## config.mk

```make
export PLATFORM = sky130hd
export DESIGN_NAME = resp_sig_capture
export DESIGN_NICKNAME = d
export VERILOG_FILES = /design/src/rtl/resp_sig_capture.sv
export SDC_FILE = /design/constraint.sdc
export NUM_CORES = 1
export LEC_CHECK = 0
export ABC_CLOCK_PERIOD_IN_PS = 4390
export BUFFER_PORTS_ARGS = -buffer_cell sky130_fd_sc_hd__buf_4
export CORE_AREA = 4 4 255 257
export DETAILED_ROUTE_END_ITERATION = 12
export DIE_AREA = 0 0 259 261
export PLACE_DENSITY = 0.34
export SETUP_SLACK_MARGIN = 0.1
export SYNTH_ARGS = -nofsm -noshare
export SYNTH_HDL_FRONTEND = slang
export SYNTH_SLANG_ARGS = --single-unit
```

## constraint.sdc

```tcl
create_clock -name clk -period 4.39 [get_ports clk]
set_input_delay 0.6585 -clock clk [delete_from_list [all_inputs] [get_ports clk]]
set_output_delay 0.6585 -clock clk [all_outputs]
set_load 0.1 [all_outputs]
```

## src/rtl/resp_sig_capture.sv

```systemverilog
// resp_sig_capture: compresses a stream of wide DUT responses into a MISR
// signature and compares the final signature with an expected value.
// A run is armed with start, accepts n_samples responses (gaps allowed),
// then parks in DONE with the pass/fail verdict until the next start.
module resp_sig_capture #(
  parameter int unsigned      DATA_W = 550,
  parameter int unsigned      SIG_W  = 32,
  parameter logic [SIG_W-1:0] POLY   = 32'h04C11DB7,
  parameter logic [SIG_W-1:0] SEED   = 32'hFFFFFFFF
) (
  input  logic              clk,
  input  logic              rst,
  input  logic              start,
  input  logic [15:0]       n_samples,
  input  logic [SIG_W-1:0]  exp_sig,
  input  logic              y_valid,
  input  logic [DATA_W-1:0] y,
  output logic              busy,
  output logic              done,
  output logic              pass,
  output logic [SIG_W-1:0]  sig,
  output logic [15:0]       count
);

  // Number of SIG_W-bit chunks the response is cut into; the top chunk may
  // be partial and is zero-padded up to a full chunk.
  localparam int unsigned NCHUNK = (DATA_W + SIG_W - 1) / SIG_W;
  localparam int unsigned PAD_W  = NCHUNK * SIG_W;

  // Every 2-bit code is named so the recovery path for the spare code is explicit.
  typedef enum logic [1:0] {
    ST_IDLE    = 2'b00,
    ST_CAPTURE = 2'b01,
    ST_DONE    = 2'b10,
    ST_SPARE   = 2'b11
  } state_e;

  state_e             state_q, state_d;
  logic [SIG_W-1:0]   sig_q, sig_d;
  logic [15:0]        count_q, count_d;
  logic               pass_q, pass_d;
  logic [15:0]        nSamples_q, nSamples_d;
  logic [SIG_W-1:0]   expSig_q, expSig_d;

  logic [PAD_W-1:0]   yPad;
  logic [SIG_W-1:0]   fold;
  logic [SIG_W-1:0]   sigStep;
  logic [15:0]        countInc;

  // Fold the wide response down to one signature word by XOR-ing its chunks.
  always_comb begin
    yPad              = '0;
    yPad[DATA_W-1:0]  = y;
    fold              = '0;
    for (int k = 0; k < int'(NCHUNK); k++) begin
      fold = fold ^ yPad[k*SIG_W +: SIG_W];
    end
  end

  // One MISR step: Galois-style shift with polynomial feedback, then inject the folded response.
  always_comb begin
    sigStep = {sig_q[SIG_W-2:0], 1'b0} ^ (sig_q[SIG_W-1] ? POLY : '0) ^ fold;
  end

  // Next-state logic: run arming, sample acceptance and final verdict.
  always_comb begin
    state_d    = state_q;
    sig_d      = sig_q;
    count_d    = count_q;
    pass_d     = pass_q;
    nSamples_d = nSamples_q;
    expSig_d   = expSig_q;
    countInc   = count_q + 16'd1;

    case (state_q)
      ST_IDLE, ST_DONE: begin
        if (start) begin
          nSamples_d = n_samples;
          expSig_d   = exp_sig;
          sig_d      = SEED;
          count_d    = '0;
          if (n_samples == 16'd0) begin
            // An empty run finishes immediately and judges the untouched seed.
            state_d = ST_DONE;
            pass_d  = (SEED == exp_sig);
          end else begin
            state_d = ST_CAPTURE;
            pass_d  = 1'b0;
          end
        end
      end

      ST_CAPTURE: begin
        if (y_valid) begin
          sig_d   = sigStep;
          count_d = countInc;
          if (countInc == nSamples_q) begin
            state_d = ST_DONE;
            pass_d  = (sigStep == expSig_q);
          end
        end
      end

      default: begin
        state_d = ST_IDLE;
        sig_d   = SEED;
        count_d = '0;
        pass_d  = 1'b0;
      end
    endcase
  end

  // State and datapath registers; reset parks the block idle with a fresh seed.
  always_ff @(posedge clk or posedge rst) begin
    if (rst) begin
      state_q    <= ST_IDLE;
      sig_q      <= SEED;
      count_q    <= '0;
      pass_q     <= 1'b0;
      nSamples_q <= '0;
      expSig_q   <= '0;
    end else begin
      state_q    <= state_d;
      sig_q      <= sig_d;
      count_q    <= count_d;
      pass_q     <= pass_d;
      nSamples_q <= nSamples_d;
      expSig_q   <= expSig_d;
    end
  end

  assign busy  = (state_q == ST_CAPTURE);
  assign done  = (state_q == ST_DONE);
  assign pass  = pass_q & done;
  assign sig   = sig_q;
  assign count = count_q;

endmodule

```

# Word-level counts from Yosys, hierarchy flattened
# Index checks and enable logic that the tools add are counted.
dict set report classes {
  addsub 1
  n_eq_ne 8
  n_mux 17
  bitwise 20
  n_reduce_logical 6
}
# op count
set ops {}
lappend ops {{bitwise XOR 32 bit} 17}
lappend ops {{two-way mux 32 bit} 2}
lappend ops {{one-hot mux 32 bit (2 select lines)} 1}
lappend ops {{== test 32 bit} 1}
lappend ops {{== test 32 bit (first input constant)} 1}
lappend ops {{two-way mux 16 bit} 2}
lappend ops {{one-hot mux 16 bit (2 select lines)} 1}
lappend ops {{bitwise XOR 32 x 27 -> 32 bit} 1}
lappend ops {{bitwise XOR 32 x 6 -> 32 bit} 1}
lappend ops {{two-way mux 27 bit} 1}
lappend ops {{adder 16 x 1 -> 16 bit (second input constant)} 1}
lappend ops {{== test 16 bit} 1}
lappend ops {{logical NOT 16 bit} 1}
lappend ops {{two-way mux 2 bit} 4}
lappend ops {{two-way mux 1 bit} 4}
lappend ops {{!= test 2 bit (second input constant)} 2}
lappend ops {{one-hot mux 2 bit (2 select lines)} 1}
lappend ops {{AND reduction 2 bit} 2}
lappend ops {{AND reduction 3 bit} 1}
lappend ops {{== test 2 x 1 -> 1 bit (second input constant)} 1}
lappend ops {{== test 2 bit (second input constant)} 1}
lappend ops {{logical NOT 2 bit} 1}
lappend ops {{!= test 2 x 1 -> 1 bit (second input constant)} 1}
lappend ops {{one-hot mux 1 bit (2 select lines)} 1}
lappend ops {{2 further kinds} 2}
dict set report word_totals {
  register_bits 99
  input_bits 602
  output_inout_bits 51
  word_cells 58
}

# Logic depth before layout (Yosys ltp)
dict set report depth {
  word_depth 22
  ltp_mapped 11
}

# Worst setup path before layout
# No wires, ideal clock.
dict set report synth_path {
  path_type {register -> register}
  from {register state_q[0]}
  to {register pass_q}
  setup_time_ps 66
  t_arrival_ps 3348
  required_ps 4324
  slack_ps 976
  stages_incl_launch_ff 9
  n_path_buf 0
  path_cell_list {dfrtp_1 -> inv_1 -> nor2_1 -> o31ai_1 -> a311oi_1 -> nand4bb_1 -> or4_1 -> o41ai_1 -> mux2_1}
}
dict set report synth_between {
  word_cells_on_any_way 9
  cone_classes {eq/ne: 5; mux: 1; reduce/logical: 3}
}
# element line
set synth_rtl {}
lappend synth_rtl {{start, declared} 38} ;# state_e state_q, state_d;
lappend synth_rtl {{start signal, assigned} 123} ;# state_q <= state_d;
lappend synth_rtl {{== test 2 x 1 -> 1 bit (*)} n/a}
lappend synth_rtl {{net busy} 18} ;# output logic busy,
lappend synth_rtl {{!= test 2 x 1 -> 1 bit (no source line) / != test 2 bit (equally long branches)} n/a}
lappend synth_rtl {{AND reduction 3 bit (no source line)} n/a}
lappend synth_rtl {{end signal, assigned} 126} ;# pass_q <= pass_d;
lappend synth_rtl {{end, declared} 41} ;# logic pass_q, pass_d;
# Mark *: on every way through the listed nets, which the timed path passes. The rest lies on a longest branch.
# A chain may end at the register's enable or synchronous reset.

# Worst setup path after layout
dict set report layout_path {
  from {register sig_q[31] (netlist: sig[31])}
  to {register pass_q}
}
dict set report layout_between {
  elab_chain_cells 7
}
# element line
set layout_lines {}
lappend layout_lines {{start, declared} 39} ;# logic [SIG_W-1:0] sig_q, sig_d;
lappend layout_lines {{start signal, assigned} 124} ;# sig_q <= sig_d;
lappend layout_lines {{two-way mux 27 bit} 62} ;# sigStep = {sig_q[SIG_W-2:0], 1'b0} ^ (sig_q[SIG_W-1] ? POLY : '0) ^ fold;
lappend layout_lines {{bitwise XOR 32 x 27 -> 32 bit} 62}
lappend layout_lines {{bitwise XOR 32 bit} 62}
lappend layout_lines {{== test 32 bit} 99} ;# pass_d = (sigStep == expSig_q);
lappend layout_lines {{two-way mux 1 bit} 97} ;# if (countInc == nSamples_q) begin
lappend layout_lines {{two-way mux 1 bit} 94} ;# if (y_valid) begin
lappend layout_lines {{one-hot mux 1 bit (2 select lines)} 75} ;# case (state_q)
# No other way between the ends. The select of a mux whose other input is x is not followed.

==> flow_metrics.tcl <==
set metrics [dict create \
    skew_ns 0.0110 \
    rsz0062_at_grt "false" \
    io_pins 653 \
    initialDrtViolationCount 347 \
    p_sw_uw 3820 \
    placed_area_um2 16000 \
    synthesis.instances 1084 \
    drive_gt1_share_pct 41.7 \
    synth_edf_count 0 \
    worstPathRequired_ns 4.70 \
    endpoint_kind "flip-flop" \
    clkPwrFrac_pct 11.1 \
    slew_headroom_pct 36.0 \
    intPower_uw 4020 \
    r2r-end "pass_q$_DFFE_PP0P_" \
    fin_crit_ns 3.39 \
    rows 92 \
    max_freq_mhz 295 \
    cts_buffer_depth 2 \
    grt_pass1_vias 10500 \
    synth_top_family_by_area "XOR/XNOR gates" \
    synthXorXnorAreaFrac_pct 55.0 \
    cts_setup_buffers 0 \
    yosysSeqAreaShare_pct 25.0 \
    hold_viol 0 \
    setup_tns_ns 0 \
    yosysUniqueCellTypes 55 \
    async_flop_share_pct 100 \
    ys_ff_latch 99 \
    design_area_um2 16300 \
    fillers 6880 \
    synth_fa_ha_area_share_pct 0.124 \
    cp_slowest_cell "dfstp_2" \
    ant_nets 0 \
    vias 9691 \
    tritoncts "built" \
    cts_buffers 9 \
    synth_mux_area_share_pct 0.211 \
    power_per_cell_area_nw_per_um2 480 \
    nets 2333 \
    io_buffers 652 \
    crit_path_start_kind "flip-flop" \
    leakagePower_uw 0.00710 \
    overflow 0 \
    initial_core_util_pct 16.1 \
    grt.total_usage_pct 14.7 \
    drc 0 \
    fp.coreArea_um2 62700 \
    finalWorstSetupSlack_ns 0.996 \
    p_sw_share_pct 48.8 \
    setup-violations-final 0 \
    wl_mm 52.4 \
    path_class "flip-flop to flip-flop" \
    min_period_over_period_pct 77.3 \
    die_area_um2 67600 \
    reg2regPathDepth 9 \
    crit_chain "xnor2_1, xnor2_1, xnor2_1, or2_2, o221ai_1, nand4bb_1, or4_1, o41ai_1, mux2_1" \
    clk_pin_slew_ns 0.07 \
    wl_per_cell_um 20.3 \
    slew_violations 0 \
    worst_pin_slew_ns 0.956 \
    post-place-ws_ns 0.831 \
    root_buffer "clkbuf_16" \
    p_comb_share_pct 68.4 \
    arrival_ns 3.71 \
    synth-simple-area-share_pct 11.5 \
    synth_compound_area_share_pct 6.80 \
    cts_resized 0 \
    h-tree-depth 3 \
    synth_top_area_share_pct 41.0 \
    ys_warn_count 0 \
    post_synth_main_area_contributors "xnor2_1 (41%), dfrtp_1 (17%), dfstp_2 (8.3%), xor2_1 (6.9%), nand2_1 (6.3%)" \
    syn2layout_area_growth_pct 61.7 \
    regArea_um2 2520 \
    postCtsHoldBufs 0 \
    vias_per_cell 3.75 \
    cap_violations 0 \
    synthFlopType "dfrtp_1" \
    firstDrtPassIters 4 \
    synth.avg_cell_area_um2 9.31 \
    grt_pass1_wl_mm 71.9 \
    worst-path-max-fanout 15 \
    peakVddDrop_uv 283 \
    crit_start "sig[31]$_DFFE_PP1P_" \
    die_h_um 261 \
    grt_start_max_net_pins 74 \
    path_common_cell "xnor2_1" \
    dpl.hpwl_mm 45.1 \
    pwr-share-seq_pct 20.4 \
    syn-cell-area_um2 10100 \
    syn_nets 1687 \
    hp-class "input port to asynchronous set/reset pin" \
    outcome "completed" \
    gp_congestion 0.831 \
    r2r-start "sig[31]$_DFFE_PP1P_" \
    multiInputGateArea_um2 7450 \
    fp.dieW_um 259 \
    antenna_found_initial 13 \
    synth_top_area_cell "xnor2_1" \
    cts_sinks 99 \
    reg2reg_slack_ns 1.0 \
    slowest_delay_ns 0.94 \
    fin_util_pct 26.0 \
    clk_latency_ns 0.38 \
]
## Yosys cell counts (all sizes together), types with 2 or more instances
| master | instances |
|---|---|
| and3 | 9 |
| nand2 | 168 |
| dfstp | 32 |
| nor3 | 4 |
| nand3 | 11 |
| o21ai | 32 |
| o22ai | 2 |
| a21oi | 20 |
| xor2 | 79 |
| o31ai | 7 |
| o2111ai | 3 |
| nor4 | 7 |
| dfrtp | 67 |
| a211oi | 3 |
| a22oi | 2 |
| or4 | 3 |
| o22a | 18 |
| nor2 | 31 |
| o32ai | 2 |
| nor2b | 3 |
| and2 | 3 |
| o221ai | 2 |
| inv | 10 |
| a221oi | 2 |
| clkbuf | 16 |
| buf | 7 |
| xnor3 | 28 |
| or2 | 2 |
| nand4 | 10 |
| xnor2 | 476 |
| nor3b | 6 |
## registers in the layout, summed over array words and instances, names as in the netlist
signal / cells
nSamples_q: 16
expSig_q: 32
sig: 32
pass_q: 1
count: 16
state_q: 2
## cell usage in the layout (no fill, tap or decap), types with 3 or more instances in the layout
cell type  instances
a211oi_1           3
a21oi_1           20
and3_1             9
buf_4            658
clkbuf_16          9
dfrtp_1           67
dfstp_2           32
diode_2            5
inv_1              9
nand2_1          165
nand2_2            3
nand3_1           11
nand4_1           10
nor2_1            31
nor3_1             3
nor3b_1            6
nor4_1             7
o2111ai_1          3
o21ai_0           31
o22a_1            18
o31ai_1            7
or4_1              3
xnor2_1          472
xnor2_2            4
xnor3_1           25
xnor3_2            3
xor2_1            79
## power by group through the flow
stage / clock (µW) / sequential, µW / combinational, µW
after floorplan: 0 / 2160 / 3060
after global routing: 953 / 1660 / 5810
final: 874 / 1600 / 5370
after detailed placement: 0 / 1630 / 5500
after CTS: 925 / 1610 / 5530
after global placement: 0 / 1620 / 5480
## routing by layer
layer / GRT usage [%] / part of all wire, %
met5: 0 / 0.16
met4: 1.90 / 0.86
met3: 4.70 / 7.0
met2: 27.8 / 54
met1: 16.4 / 38
## worst max-delay path by stage
stage	end	slack, ns	depth (start not counted)
6_report	pass_q$_DFFE_PP0P_	1.0	9
4_1_cts	pass_q$_DFFE_PP0P_	0.88	9
3_3_place_gp	pass_q$_DFFE_PP0P_	0.86	10
2_1_floorplan	pass_q$_DFFE_PP0P_	0.98	8
3_5_place_dp	pass_q$_DFFE_PP0P_	0.83	10
5_1_grt	pass_q$_DFFE_PP0P_	0.73	9
## worst max-delay path: cells and delay by family (launching register included)
family                    cells  cell delay [ns]
and+or+nand+nor               3             0.95
AOI/OAI and AO/OA             2             0.50
DFF                           1             0.94
muxes                         1             0.18
xor gates and xnor gates      3             0.76
## layout make-up
cell class / instances / share of cell area [%]
diodes: 5 / 0.0767
clock buffers: 12 / 1.51
multi-input cells: 952 / 45.6
well taps: 846 / 6.49
clock inverters: 4 / 0.314
repair buffers: 658 / 30.3
flip-flops and latches: 99 / 15.4
inverters: 10 / 0.261
## cell families after synthesis
logic type,Yosys count
XOR/XNOR,584
AND/OR/NAND/NOR,264
AO/OA/AOI/OAI,101
flip-flops,99
buffers and inverters,33
multiplexers,2
adder cells (fa/ha/maj),1
## per-stage QoR
step           std cells  total power (µW)  hold WS (ns)
6_report            2586              7840         0.391
5_1_grt             2582              8420         0.457
4_1_cts             2581              8060         0.436
3_5_place_dp        2565              7120         0.478
3_3_place_gp        2565              7110         0.478
2_1_floorplan       1084              5210         0.447
(Power assumes the default switching activity.)
